**src/rtl/spi_regbank_if.sv**
```systemverilog
// rtl/spi_regbank_if.sv - SPI pin bundle between an external master and the register bank
interface spi_regbank_if;
    logic sclk;
    logic cs;
    logic sdi;
    logic sdo;
    logic sdo_oe;

    modport master (output sclk, output cs, output sdi, input sdo, input sdo_oe);
    modport slave  (input sclk, input cs, input sdi, output sdo, output sdo_oe);
endinterface

```
**src/rtl/spi_regbank.sv**
```systemverilog
// rtl/spi_regbank.sv - oversampled SPI mode-0 slave register bank with read-back on sdo
module spi_regbank #(
    parameter int NUM_REGS = 5,
    parameter int DATA_W   = 8,
    parameter int ADDR_W   = 7
) (
    input  logic                       clk,
    input  logic                       rst_n,
    spi_regbank_if.slave               spi,
    output logic [NUM_REGS*DATA_W-1:0] regs_flat,
    output logic                       wr_strobe,
    output logic [ADDR_W-1:0]          wr_addr,
    output logic                       frame_err
);
    localparam int FRAME_W = 1 + ADDR_W + DATA_W;
    localparam int CNT_W   = $clog2(FRAME_W + 2);
    localparam int SH_W    = (DATA_W > ADDR_W) ? DATA_W : ADDR_W;
    localparam logic [CNT_W-1:0] CNT_MAX   = CNT_W'(FRAME_W + 1);
    localparam logic [CNT_W-1:0] CNT_FRAME = CNT_W'(FRAME_W);
    localparam logic [CNT_W-1:0] CNT_CMD   = CNT_W'(ADDR_W);

    typedef enum logic [1:0] {IDLE, CMD, DATA, COMMIT} state_t;
    state_t state, state_nx;

    logic [1:0] sclk_sync, cs_sync, sdi_sync;
    logic       sclk_d, cs_d, cs_valid;
    logic       sclk_rise, sclk_fall, cs_fall, cs_rise, sample;

    logic [CNT_W-1:0]  cnt;
    logic [SH_W-1:0]   shreg;
    logic [ADDR_W:0]   cmd_bits;
    logic              cmd_rw;
    logic [ADDR_W-1:0] cmd_addr;
    logic [DATA_W-1:0] rd_sh, rd_val;
    logic              rd_loaded, addr_hit;

    // cs edge flops reset low so a frame already running at reset release never sees a falling edge
    always_ff @(posedge clk or negedge rst_n) begin
        if (!rst_n) begin
            sclk_sync <= '0;
            cs_sync   <= '0;
            sdi_sync  <= '0;
            sclk_d    <= 1'b0;
            cs_d      <= 1'b0;
            cs_valid  <= 1'b0;
        end else begin
            sclk_sync <= {sclk_sync[0], spi.sclk};
            cs_sync   <= {cs_sync[0], spi.cs};
            sdi_sync  <= {sdi_sync[0], spi.sdi};
            sclk_d    <= sclk_sync[1];
            cs_d      <= cs_sync[1];
            cs_valid  <= cs_valid | cs_sync[1];
        end
    end

    assign sclk_rise = sclk_sync[1] & ~sclk_d;
    assign sclk_fall = ~sclk_sync[1] & sclk_d;
    assign cs_fall   = cs_d & ~cs_sync[1];
    assign cs_rise   = ~cs_d & cs_sync[1];
    assign sample    = sclk_rise & ~cs_sync[1];
    assign cmd_bits  = {shreg[ADDR_W-1:0], sdi_sync[1]};

    always_ff @(posedge clk or negedge rst_n) begin
        if (!rst_n) state <= IDLE;
        else        state <= state_nx;
    end

    always_comb begin
        state_nx = state;
        case (state)
            IDLE:    if (cs_fall) state_nx = CMD;
            CMD: begin
                if (cs_rise)                        state_nx = COMMIT;
                else if (sample && cnt == CNT_CMD)  state_nx = DATA;
            end
            DATA:    if (cs_rise) state_nx = COMMIT;
            COMMIT:  state_nx = IDLE;
            default: state_nx = IDLE;
        endcase
    end

    always_comb begin
        rd_val   = '0;
        addr_hit = 1'b0;
        for (int i = 0; i < NUM_REGS; i++) begin
            if (cmd_addr == ADDR_W'(i)) begin
                rd_val   = regs_flat[i*DATA_W +: DATA_W];
                addr_hit = 1'b1;
            end
        end
    end

    always_ff @(posedge clk or negedge rst_n) begin
        if (!rst_n) begin
            cnt       <= '0;
            shreg     <= '0;
            cmd_rw    <= 1'b0;
            cmd_addr  <= '0;
            rd_sh     <= '0;
            rd_loaded <= 1'b0;
            regs_flat <= '0;
            wr_strobe <= 1'b0;
            wr_addr   <= '0;
            frame_err <= 1'b0;
        end else begin
            wr_strobe <= 1'b0;
            frame_err <= 1'b0;
            if (state == IDLE && cs_fall) begin
                cnt       <= '0;
                shreg     <= '0;
                rd_sh     <= '0;
                rd_loaded <= 1'b0;
            end
            if ((state == CMD || state == DATA) && sample) begin
                shreg <= {shreg[SH_W-2:0], sdi_sync[1]};
                if (cnt != CNT_MAX) cnt <= cnt + 1'b1;
                if (state == CMD && cnt == CNT_CMD) begin
                    cmd_rw   <= cmd_bits[ADDR_W];
                    cmd_addr <= cmd_bits[ADDR_W-1:0];
                end
            end
            // first falling edge in DATA snapshots the register; later ones shift zeros in behind it
            if (state == DATA && !cmd_rw && sclk_fall) begin
                if (!rd_loaded) begin
                    rd_sh     <= rd_val;
                    rd_loaded <= 1'b1;
                end else begin
                    rd_sh <= rd_sh << 1;
                end
            end
            if (state == COMMIT) begin
                if (cnt == CNT_FRAME && cmd_rw && addr_hit) begin
                    for (int i = 0; i < NUM_REGS; i++) begin
                        if (cmd_addr == ADDR_W'(i)) regs_flat[i*DATA_W +: DATA_W] <= shreg[DATA_W-1:0];
                    end
                    wr_strobe <= 1'b1;
                    wr_addr   <= cmd_addr;
                end else if (!(cnt == CNT_FRAME && !cmd_rw)) begin
                    frame_err <= 1'b1;
                end
            end
        end
    end

    assign spi.sdo    = (state == DATA) && !cmd_rw && rd_sh[DATA_W-1];
    assign spi.sdo_oe = cs_valid & ~cs_sync[1];
endmodule

```
**src/flat_wrapper.sv**
```systemverilog
// flat-port wrapper written by rule: the top's interface ports become plain ports
module spi_regbank_flat 
#(
    parameter int NUM_REGS = 5,
    parameter int DATA_W   = 8,
    parameter int ADDR_W   = 7
)
  (clk, rst_n, regs_flat, wr_strobe, wr_addr, frame_err, spi_sclk, spi_cs, spi_sdi, spi_sdo, spi_sdo_oe);
  spi_regbank_if spi_i ();
  input  logic clk;
  input  logic rst_n;
  output logic [NUM_REGS*DATA_W-1:0] regs_flat;
  output logic wr_strobe;
  output logic [ADDR_W-1:0] wr_addr;
  output logic frame_err;
  input wire logic [$bits(spi_i.sclk)-1:0] spi_sclk;
  input wire logic [$bits(spi_i.cs)-1:0] spi_cs;
  input wire logic [$bits(spi_i.sdi)-1:0] spi_sdi;
  output wire logic [$bits(spi_i.sdo)-1:0] spi_sdo;
  output wire logic [$bits(spi_i.sdo_oe)-1:0] spi_sdo_oe;
  assign spi_i.sclk = spi_sclk;
  assign spi_i.cs = spi_cs;
  assign spi_i.sdi = spi_sdi;
  assign spi_sdo = spi_i.sdo;
  assign spi_sdo_oe = spi_i.sdo_oe;
  spi_regbank #(.NUM_REGS(NUM_REGS), .DATA_W(DATA_W), .ADDR_W(ADDR_W)) u_core (.clk(clk), .rst_n(rst_n), .spi(spi_i), .regs_flat(regs_flat), .wr_strobe(wr_strobe), .wr_addr(wr_addr), .frame_err(frame_err));
endmodule
```
**config.mk**
```make
export PLATFORM = sky130hd
export DESIGN_NAME = spi_regbank_flat
export DESIGN_NICKNAME = d
export VERILOG_FILES = /design/src/rtl/spi_regbank_if.sv /design/src/rtl/spi_regbank.sv /design/src/flat_wrapper.sv
export SDC_FILE = /design/constraint.sdc
export NUM_CORES = 1
export LEC_CHECK = 0
export CELL_PAD_IN_SITES_DETAIL_PLACEMENT = 1
export CELL_PAD_IN_SITES_GLOBAL_PLACEMENT = 1
export CORE_ASPECT_RATIO = 0.75
export CORE_MARGIN = 5
export CORE_UTILIZATION = 44
export CTS_CLUSTER_DIAMETER = 60
export DETAILED_ROUTE_END_ITERATION = 8
export PLACE_DENSITY_LB_ADDON = 0.1
export SLEW_MARGIN = 20
export SYNTH_ARGS = -nofsm -noshare
export SYNTH_HDL_FRONTEND = slang
export SYNTH_SLANG_ARGS = --single-unit
```
**constraint.sdc**
```tcl
create_clock -name clk -period 2.5 [get_ports clk]
set_input_delay 0.5 -clock clk [delete_from_list [all_inputs] [get_ports clk]]
set_output_delay 0.5 -clock clk [all_outputs]
set_load 0.02 [all_outputs]
```
==> summary.md, run 1 <==
| Metric | Value |
|---|---|
| GR Overflow Total | 0 |
| Max_cap viols | 0 |
| Synthesis warning total | 0 |
| Power Density | about 700 nW/µm² |
| Slowest cell on crit path | or4_1 |
| Yosys reg bits | 90 |
| Gate power share | between 10% and 20% |
| Post-CTS Setup Bufs | 0 |
| Classification of the worst setup path | flip-flop to flip-flop |
| Synth Flop Type | dfrtp_1 |
| Via Count | 2866 |
| Slew Limit Fails | 0 |
| Post-synth EDFFs | 0 |
| Worst reg2reg setup slack | between 0.15 and 0.2 ns |
| Int Pwr | around 2500 µW |
| CTS tree | yes |
| First-pass GRT wire length | between 15 and 20 mm |
| Outcome | completed |
| Post-layout nets | around 390 |
| Row cnt | 30 |
| Mapped Area | roughly 4000 µm² |
| Final Skew | roughly 0.0069 ns |
| Hpwl dp | roughly 7.6 mm |
| CTS Buf Count | 9 |
| Worst Setup SP | u_core.cnt[0]$_DFF_PN0_ |
| Rel. slew slack | between 60 and 70% |
| IO buf count | between 50 and 60 |
| Largest delay share family, worst path | simple AND/OR/NAND/NOR gates |
| Seq/Total Area, Yosys | approximately 56% |
| Largest net degree at the start of global routing | 91 |
| Drt drc | 0 |
| Core Area | ~9000 µm² |
| Clk_lat worst skew | between 0.3 and 0.4 ns |
| Clock network power share | 39.2% |
| Final GP Congestion | around 0.79 |
| Avg WL per Cell | around 22 µm |
| Synth Net Count | 322 |
| Reg-to-reg critical path endpoint | u_core.regs_flat[2]$_DFFE_PN0P_ |
| Net Sw Frac | between 20 and 30% |
| Yosys top cell area share | a little under three fifths |
| Peak VDD IR | ~0.36 mV |
| Cells after Synth | 310 |
| Sum Neg Setup Slack | 0 ns |
| Cells along the critical path | inv_1 -> ha_1 -> and4bb_1 -> nand3_2 -> or4_1 -> buf_4 -> mux2_4 |
| NetSw | ~940 µW |
| P&R area growth vs syn | 25.84% |
| Async S/R FF share, synth | 100.0% |
| Yosys cell types | between 50 and 60 |
| Die height | roughly 93 µm |
| Vias in the first global route | 3041 |
| Cts hold-fix bufs | 0 |
| Highest clock rate | about 0.43 GHz |
| Dominant cell type by area after synthesis | dfrtp_1 |
| Drt total wl | roughly 11 mm |
| Layout cells sized above 1 | about 25% |
| Hold Slack | ~0.16 ns |
| DR iter-0 viols | 199 |
| Startpoint types | flip-flop |
| Crit-path max cell delay | around 0.56 ns |
| Unrepaired setup endpoints after global routing | no |
| Worst Max-Slew Pin Slew | between 0.5 and 0.6 ns |
| Clock sink total | 90 |
| Tcrit/Tclk final | 93.43% |
| Main area contributors after synthesis | dfrtp_1, mux2_2, mux2i_1, mux2_4, ha_1 |
| Sequential share of power | 47.7% |
| Reg2Reg Launch Point | u_core.cnt[0]$_DFF_PN0_ |
| # IOs | 56 |
| Post-route ant nets | 0 |
| Crit path DAT | roughly 2.6 ns |
| Worst path bufs/invs | 2 |
| Clk root buf | clkbuf_16 |
| Full die area | approximately 11000 µm² |
| Antenna violations before repair | 0 |
| Worst setup EP type | flip-flop |
| H-tree depth | 3 |
| Worst Path Required | about 2.7 ns |
| Setup violators final | 0 |
| Drt via density | 5.825 |
| Final Critical Period | between 2 and 2.5 ns |
| Starting density of the core | about 45% |
| Diodes inserted | 0 |
| Pre-antenna DRT Iters | 4 |
| Worst Hold Class | primary input to async pin |
| Maximum fanout along the worst path | 8 |
| Reg2Reg Depth | 7 |
| Clk slew on worst S/H paths | approximately 0.060 ns |
| Total GRT Usage | about a fifth |
| DIE WIDTH | around 120 µm |
| Max clock buf depth | 2 |
| Post-Syn Area per Cell | between 10 and 15 µm² |
| Final hold vios | 0 |
| Leak | roughly 0.0023 µW |
| Fill cell count | just over 900 |
[power by group through the flow]
| stage | sequential [µW] | combinational, µW | clock (µW) |
|---|---|---|---|
| 3_5_place_dp | 1680 | 450 | 0 |
| 4_1_cts | 1650 | 460 | 1390 |
| 3_3_place_gp | 1670 | 430 | 0 |
| 2_1_floorplan | 1620 | 305 | 0 |
| 5_1_grt | 1670 | 512 | 1470 |
| 6_report | 1660 | 456 | 1360 |
[worst register-to-register path, stage by stage, from the launching register on]
cell	delay, ns
dfrtp_1	0.44
inv_1	0.09
ha_1	0.14
and4bb_1	0.24
nand3_2	0.23
or4_1	0.57
buf_4	0.20
mux2_4	0.31
[cells by family (layout without fill, tap and decap cells)]
family / count (synthesis) / in the layout / share of synthesized area, %
buf+inv: 26 / 96 / 2.847
mux: 66 / 66 / 18.97
compound gates: 56 / 56 / 9.344
simple gates: 64 / 64 / 10.77
fa+ha+maj: 7 / 7 / 2.166
flops: 90 / 90 / 55.69
xor+xnor: 1 / 1 / 0.2166
[through the flow]
stage / power [µW] / utilization (%) / instance area, µm² / setup slack, ns / instances
2_1_floorplan: 1930 / - / 4044 / 0.3717 / 310
3_3_place_gp: 2100 / 53.13 / 4786 / 0.2848 / 476
3_5_place_dp: 2129 / 53.13 / 4786 / 0.1793 / 476
4_1_cts: 3505 / 56.46 / 5086 / 0.04106 / 492
5_1_grt: 3644 / 56.49 / 5089 / 0.06543 / 492
6_report: 3473 / 56.49 / 5089 / 0.1643 / 492
[synth_stat cells (3+ instances only)]
library cell	instances
dfrtp_1	90
mux2_2	43
mux2i_1	14
o21ai_0	14
nand3_1	12
inv_1	10
clkbuf_1	9
a21oi_1	8
a22o_1	8
mux2_4	8
ha_1	7
nand2_1	7
nor2_1	7
o211ai_1	6
o22ai_1	6
and2_1	4
and3b_1	3
buf_1	3
nand2b_1	3
nand4_1	3
or2_2	3
[what timing repair did]
action / in CTS / in global routing
endpoints found under the setup margin: 1 / 1
cloned: 0 / 0
gates resized for setup: 1 / 1
[placed cells by master, fill, tap and decap left out, types with 3 or more instances in the layout]
cell type	instances
a21oi_1	8
a22o_1	8
and2_1	4
and3b_1	3
buf_4	15
clkbuf_16	9
clkdlybuf4s50_1	53
dfrtp_1	90
ha_1	6
inv_1	10
mux2_2	43
mux2_4	8
mux2i_1	14
nand2_1	7
nand2b_1	3
nand3_1	12
nand4_1	3
nor2_1	7
o211ai_1	6
o21ai_0	14
o22ai_1	6
or2_2	3
[routing by layer]
metal	global-route usage, %	share of wire [%]	vias to the layer above
li1	-	-	1270
met1	29.69	47	1509
met2	32.17	47	81
met3	5.623	5.5	6
met4	3.679	0.70	0
met5	0	0	-
[worst max-delay path by stage]
stage                                            endpoint  slack (ns)  cells past startpoint
after floorplan            u_core.cmd_addr[0]$_DFFE_PN0P_        0.37                      6
after global placement    u_core.regs_flat[1]$_DFFE_PN0P_        0.28                      7
after detailed placement  u_core.regs_flat[6]$_DFFE_PN0P_        0.18                      7
after CTS                                         spi_sdo        0.04                      4
after global routing      u_core.regs_flat[2]$_DFFE_PN0P_        0.07                      7
final                     u_core.regs_flat[2]$_DFFE_PN0P_        0.16                      7
[layout make-up]
cell class | instances | area [µm²] | area share (%)
clock buffer | 12 | 246.5 | 4.844
clock inverter | 4 | 51.30 | 1.008
inverter | 10 | 37.54 | 0.7376
multi-input combinational | 194 | 1685 | 33.12
sequential | 90 | 2252 | 44.26
tap | 112 | 140.1 | 2.754
timing repair buffer | 70 | 675.6 | 13.28
[state kept, by name, summed over array words and instances, names as in the netlist, 2 cells and up]
| register | count |
|---|---|
| u_core.cs_sync | 2 |
| u_core.sdi_sync | 2 |
| u_core.wr_addr | 7 |
| u_core.cmd_addr | 7 |
| u_core.rd_sh | 8 |
| u_core.cnt | 5 |
| u_core.sclk_sync | 2 |
| u_core.state | 2 |
| u_core.regs_flat | 40 |
| u_core.shreg | 8 |
No activity file was read; power rests on OpenSTA's default activity.
==> run 2: changes to the inputs <==
- CORE_UTILIZATION: 44 -> 40
- RECOVER_POWER: default -> 50
==> summary.md, run 2 (same netlist as run 1, synthesis figures left out) <==
| Metric | Value |
|---|---|
| Clk root buf | clkbuf_16 |
| Worst setup EP type | flip-flop |
| P&R area growth vs syn | 26.55% |
| Post-CTS Setup Bufs | 0 (unchanged) |
| Largest registers | u_core.regs_flat x40, u_core.rd_sh x8, u_core.shreg x8 |
| Vias in the first global route | 3013 (-0.92%) |
| Peak VDD IR | 0.3140 mV (-14%) |
| Clk slew on worst S/H paths | 0.06 ns (about the same) |
| Post-DP Area | 4821 µm² (+0.73%) |
| Worst Max-Slew Pin Slew | 1.515 ns (+0.9493 ns) |
| Clock sink total | 90 (unchanged) |
| Worst Path Required | 2.72 ns (about the same) |
| Post-route ant nets | 0 (unchanged) |
| Clock network power share | 40.6% (+1.4 points) |
| IO buf count | 55 (unchanged) |
| Max FFs per register | 40 (unchanged) |
| Most frequent cells in the layout | dfrtp_1, mux2_2, clkdlybuf4s50_1 |
| Via Count | 2811 (-1.9%) |
| Row cnt | 31 (+3.3%) |
| H-tree depth | 3 (unchanged) |
| Drt via density | 5.480 (-5.9%) |
| Total GRT Usage | 18.04% (-2.7 points) |
| Die height | 97.08 µm (+4.4%) |
| Pre-antenna DRT Iters | 4 (unchanged) |
| Drt drc | 0 (unchanged) |
| Cts hold-fix bufs | 0 (unchanged) |
| Sum Neg Setup Slack | 0 ns (unchanged) |
| Antenna violations before repair | 0 (unchanged) |
| Final instance area | 5117 µm² (+0.57%) |
| Startpoint types | flip-flop |
| Max clock buf depth | 2 (unchanged) |
| # IOs | 56 (unchanged) |
| Most common cell after layout, fill and taps aside | dfrtp_1 |
| Failing checks | capacitance limit, slew limit |
| Core Area | 9774 µm² (+8.5%) |
| Unrepaired setup endpoints after global routing | no |
| Highest clock rate | 0.4339 GHz (+1.4%) |
| Starting density of the core | 41.37% (-3.5 points) |
| Place WS | 0.2294 ns (+0.05017 ns) |
| Post-layout nets | 390 (+0.78%) |
| Maximum fanout along the worst path | 8 (unchanged) |
| Final Critical Period | 2.305 ns (-0.03115 ns) |
| Avg WL per Cell | 20.56 µm (-6.7%) |
| CTS tree | yes |
| First-pass GRT wire length | 17.37 mm (-2.6%) |
| Final Skew | 0.005712 ns (-0.001201 ns) |
| Sequential share of power | 46.6% (-1.1 points) |
| Setup WS post-layout | 0.1955 ns (+0.03115 ns) |
| Max_cap viols | 1 (+1) |
| Power Density | 688.5 nW/µm² (+0.88%) |
| GR Overflow Total | 0 (unchanged) |
| Hpwl dp | 7.404 mm (-2.7%) |
| Final GP Congestion | 0.7827 (-1.3%) |
| Net Sw Frac | 25.86% (-1.3 points) |
| Gate power share | 12.9% (-0.2 points) |
| Classification of the worst setup path | flip-flop to flip-flop |
| Worst Hold Class | flip-flop to flip-flop |
| CTS Buf Count | 9 (unchanged) |
| Leak | 0.002331 µW (+2.4%) |
| Outcome | complete, but fails checks |
| Layout cells sized above 1 | 24.15% (-0.59 points) |
| Slew Limit Fails | 60 (+60) |
| Crit path DAT | 2.53 ns (-0.03 ns) |
| Tcrit/Tclk final | 92.18% (-1.2 points) |
| DR iter-0 viols | 147 (-26%) |
| Clk_lat worst skew | 0.34 ns (about the same) |
| Drt total wl | 10.55 mm (-2.7%) |
| Largest Register | u_core.regs_flat |
| Rel. slew slack | -1.024% (-63 points) |
| Int Pwr | 2612 µW (+3.3%) |
| Setup violators final | 0 (unchanged) |
| Final hold vios | 0 (unchanged) |
| Full die area | 12240 µm² (+9.0%) |
| Diodes inserted | 0 (unchanged) |
| Largest net degree at the start of global routing | 60 (-34%) |
| NetSw | 911.2 µW (-3.4%) |
| DIE WIDTH | 126.1 µm (+4.5%) |
-- run 2: worst paths after layout --
check	end	slack (ns)	cells after the start	startpoint
setup / recovery	u_core.regs_flat[5]$_DFFE_PN0P_	0.20	3	u_core.cmd_addr[5]$_DFFE_PN0P_
hold / removal	u_core.sclk_sync[1]$_DFF_PN0_	0.35	0	u_core.sclk_sync[0]$_DFF_PN0_
setup reg to reg	u_core.regs_flat[5]$_DFFE_PN0P_	0.20	3	u_core.cmd_addr[5]$_DFFE_PN0P_
hold reg to reg	u_core.sclk_sync[1]$_DFF_PN0_	0.35	0	u_core.sclk_sync[0]$_DFF_PN0_
max in group asynchronous	u_core.regs_flat[27]$_DFFE_PN0P_	0.69	2	rst_n
min in group asynchronous	u_core.state[0]$_DFFE_PN0P_	0.54	1	rst_n
-- run 2: power groups by stage --
stage / clock [µW] / sequential (µW) / combinational (µW)
detailed placement: 0 / 1670 / 456
floorplan: 0 / 1620 / 305
finish: 1430 / 1640 / 454
CTS: 1460 / 1640 / 461
global route: 1520 / 1650 / 507
global placement: 0 / 1660 / 447
-- run 2: final cells by class --
type,count,area [µm²]
fill,1011,4657
sequential,90,2252
multi-input combinational,194,1683
timing repair buffer,73,671.9
clock buffer,11,242.7
tap,132,165.2
clock inverter,3,65.06
inverter,10,37.54
-- run 2: worst max-delay path: stages, from the launching register on --
cell     delay, ns
dfrtp_1       0.38
or4_4         0.63
or4_1         0.78
mux2_4        0.40
-- run 2: stage by stage --
| step | hold slack (ns) | std cells | total power, µW | util (%) |
|---|---|---|---|---|
| floorplan | 0.2044 | 310 | 1930 | - |
| global placement | 0.3353 | 499 | 2111 | 49.32 |
| detailed placement | 0.3381 | 499 | 2123 | 49.32 |
| CTS | 0.2710 | 513 | 3560 | 52.50 |
| global route | 0.3567 | 513 | 3679 | 52.36 |
| finish | 0.3503 | 513 | 3523 | 52.36 |
-- run 2: timing repair --
item	CTS	global route
setup endpoints to repair	1	1
gates resized for setup	1	1
hold endpoints to repair	0	0
pin swaps	0	0
cloned	0	0
-- run 2: metal layers --
layer / global-route usage (%) / vias to the layer above / routed length [µm]
met2: 27.22 / 54 / 4803
met3: 4.341 / 14 / 363
li1: - / 1269 / -
met5: 0 / - / 0
met1: 25.76 / 1474 / 5217
met4: 5.441 / 0 / 165
==> run 3: changes to the inputs <==
- CTS_BUF_LIST: default -> sky130_fd_sc_hd__clkbuf_4 sky130_fd_sc_hd__clkbuf_8
==> summary.md, run 3 (same netlist as run 1, synthesis figures left out) <==
| Metric | Value |
|---|---|
| Outcome | complete, but fails checks |
| Failing checks | capacitance limit, slew limit |
| Startpoint types | flip-flop |
| NetSw | 853.9 µW (-6.3%) |
| Tcrit/Tclk final | 91.75% (-0.43 points) |
| Max FFs per register | 40 (unchanged) |
| Via Count | 2797 (-0.50%) |
| Clock network power share | 33.9% (-6.7 points) |
| Met2 Use GR | 26.15% (-1.1 points) |
| Pre-antenna DRT Iters | 4 (unchanged) |
| Antenna violations before repair | 0 (unchanged) |
| Clk root buf | clkbuf_8 |
| Clk slew on worst S/H paths | 0.08 ns (+0.02 ns) |
| Sequential share of power | 51.8% (+5.2 points) |
| Final GP Congestion | 0.7827 (unchanged) |
| Post-CTS Setup Bufs | 0 (unchanged) |
| Worst path bufs/invs | 0 (unchanged) |
| Layout cells sized above 1 | 24.41% (+0.26 points) |
| Worst Path Required | 2.74 ns (+0.02 ns) |
| Final Critical Period | 2.294 ns (-0.01083 ns) |
| IO buf count | 55 (unchanged) |
| Maximum fanout along the worst path | 8 (unchanged) |
| Post-layout nets | 390 (unchanged) |
| Largest Register | u_core.regs_flat |
| Cts hold-fix bufs | 0 (unchanged) |
| Largest net degree at the start of global routing | 60 (unchanged) |
| First-pass GRT wire length | 16.96 mm (-2.4%) |
| Avg WL per Cell | 20.02 µm (-2.6%) |
| Classification of the worst setup path | flip-flop to flip-flop |
| Worst setup EP type | flip-flop |
| Largest registers | u_core.regs_flat x40, u_core.rd_sh x8, u_core.shreg x8 |
| Worst Hold Class | flip-flop to flip-flop |
| Worst Max-Slew Pin Slew | 1.525 ns (+0.009957 ns) |
| Final instance area | 5016 µm² (-2.0%) |
| Diodes inserted | 0 (unchanged) |
| CTS Buf Count | 9 (unchanged) |
| CTS tree | yes |
| GR Overflow Total | 0 (unchanged) |
| Most frequent cells in the layout | dfrtp_1, mux2_2, clkdlybuf4s50_1 |
| Full die area | 12240 µm² (unchanged) |
| Clk_lat worst skew | 0.36 ns (+0.02 ns) |
| H-tree depth | 3 (unchanged) |
| Leak | 0.002271 µW (-2.6%) |
| Cells along the critical path | or4_4 -> or4_1 -> mux2_4 |
| Setup violators final | 0 (unchanged) |
| Drt via density | 5.452 (-0.50%) |
| P&R area growth vs syn | 24.04% |
| Vias in the first global route | 2993 (-0.66%) |
| Max_cap viols | 1 (unchanged) |
| Sum Neg Setup Slack | 0 ns (unchanged) |
| Total GRT Usage | 17.48% (-0.56 points) |
| Slew Limit Fails | 60 (unchanged) |
| Post-cts repair resize count | 2 (+1) |
| DR iter-0 viols | 92 (-37%) |
| Met3 usage | 5.000% (+0.66 points) |
| Gate power share | 14.3% (+1.4 points) |
| DIE WIDTH | 126.1 µm (unchanged) |
| Met1 GRT Util | 25.31% (-0.46 points) |
| Net Sw Frac | 27.00% (+1.1 points) |
| Rel. slew slack | -1.688% (-0.66 points) |
| Largest delay share family, worst path | simple AND/OR/NAND/NOR gates |
| Starting density of the core | 41.37% (unchanged) |
| Post-route ant nets | 0 (unchanged) |
| Most common cell after layout, fill and taps aside | dfrtp_1 |
| Drt drc | 0 (unchanged) |
| Hpwl dp | 7.404 mm (unchanged) |
| Power Density | 630.4 nW/µm² (-8.4%) |
| Final Skew | 0.008413 ns (+0.002701 ns) |
| Max clock buf depth | 2 (unchanged) |
| Int Pwr | 2308 µW (-12%) |
| # IOs | 56 (unchanged) |
| Core Area | 9774 µm² (unchanged) |
| Total chip power | 3162 µW (-10%) |
| Row cnt | 31 (unchanged) |
| Busiest layer in global routing | met2 |
| Highest clock rate | 0.4360 GHz (+0.47%) |
| Crit-path max cell delay | 0.77 ns (about the same) |
| Slowest cell on crit path | or4_1 |
| Peak VDD IR | 0.3021 mV (-3.8%) |
| Unrepaired setup endpoints after global routing | no |
| Die height | 97.08 µm (unchanged) |
| Final hold vios | 0 (unchanged) |
| Drt total wl | 10.27 mm (-2.6%) |
| Clock sink total | 90 (unchanged) |
| Crit path DAT | 2.54 ns (about the same) |
| Post-DP Area | 4821 µm² (unchanged) |
[run 3: cell types whose count changed in the layout (fill, tap and decap cells not counted)]
cell	delta
clkbuf_4	+1
dlygate4sd2_1	+1
clkdlybuf4s50_1	+1
clkbuf_1	-1
clkbuf_16	-9
dlygate4sd3_1	-1
clkbuf_8	+9
dlymetal6s2s_1	-1
[run 3: final cells by class]
cell class / count / area [µm²]
clock buffer: 11 / 145.1
clock inverter: 3 / 65.06
fill: 1029 / 4758
inverter: 10 / 37.54
multi-input combinational: 194 / 1683
sequential: 90 / 2252
tap: 132 / 165.2
timing repair buffer: 73 / 668.1
[run 3: worst register-to-register path: cells and delay by family (launching register included)]
family	cells	cell delay [ns]
DFF	1	0.39
and+or+nand+nor	2	1.40
muxes	1	0.40
[run 3: stage by stage]
stage / utilization [%] / hold WS, ns / std cells / setup WS (ns)
2_1_floorplan: - / 0.2044 / 310 / 0.3717
3_3_place_gp: 49.32 / 0.3353 / 499 / 0.2762
3_5_place_dp: 49.32 / 0.3381 / 499 / 0.2294
4_1_cts: 51.48 / 0.2468 / 513 / 0.2074
5_1_grt: 51.32 / 0.3631 / 513 / 0.1124
6_report: 51.32 / 0.3543 / 513 / 0.2063
[run 3: per-layer routing]
| metal | routed length [µm] | part of all wire, % | vias up |
|---|---|---|---|
| met5 | 0 | 0 | - |
| met4 | 103 | 1.0 | 0 |
| met3 | 423 | 4.1 | 8 |
| met2 | 4599 | 45 | 62 |
| met1 | 5145 | 50 | 1455 |
| li1 | - | - | 1272 |
[run 3: worst paths after layout]
path                                                 from                          endpoint  slack [ns]  depth (start not counted)
min reg2reg                 u_core.sclk_sync[0]$_DFF_PN0_     u_core.sclk_sync[1]$_DFF_PN0_        0.35                          0
max                        u_core.cmd_addr[5]$_DFFE_PN0P_   u_core.regs_flat[5]$_DFFE_PN0P_        0.21                          3
max reg2reg                u_core.cmd_addr[5]$_DFFE_PN0P_   u_core.regs_flat[5]$_DFFE_PN0P_        0.21                          3
min in group asynchronous                           rst_n             u_core.cs_d$_DFF_PN0_        0.51                          1
min                         u_core.sclk_sync[0]$_DFF_PN0_     u_core.sclk_sync[1]$_DFF_PN0_        0.35                          0
max in group asynchronous                           rst_n  u_core.regs_flat[11]$_DFFE_PN0P_        0.71                          2
[run 3: power groups by stage]
stage,logic (µW),registers (µW),clock network (µW)
6_report,451,1640,1070
5_1_grt,506,1650,1170
4_1_cts,461,1640,1100
3_5_place_dp,456,1670,0
3_3_place_gp,447,1660,0
2_1_floorplan,305,1620,0
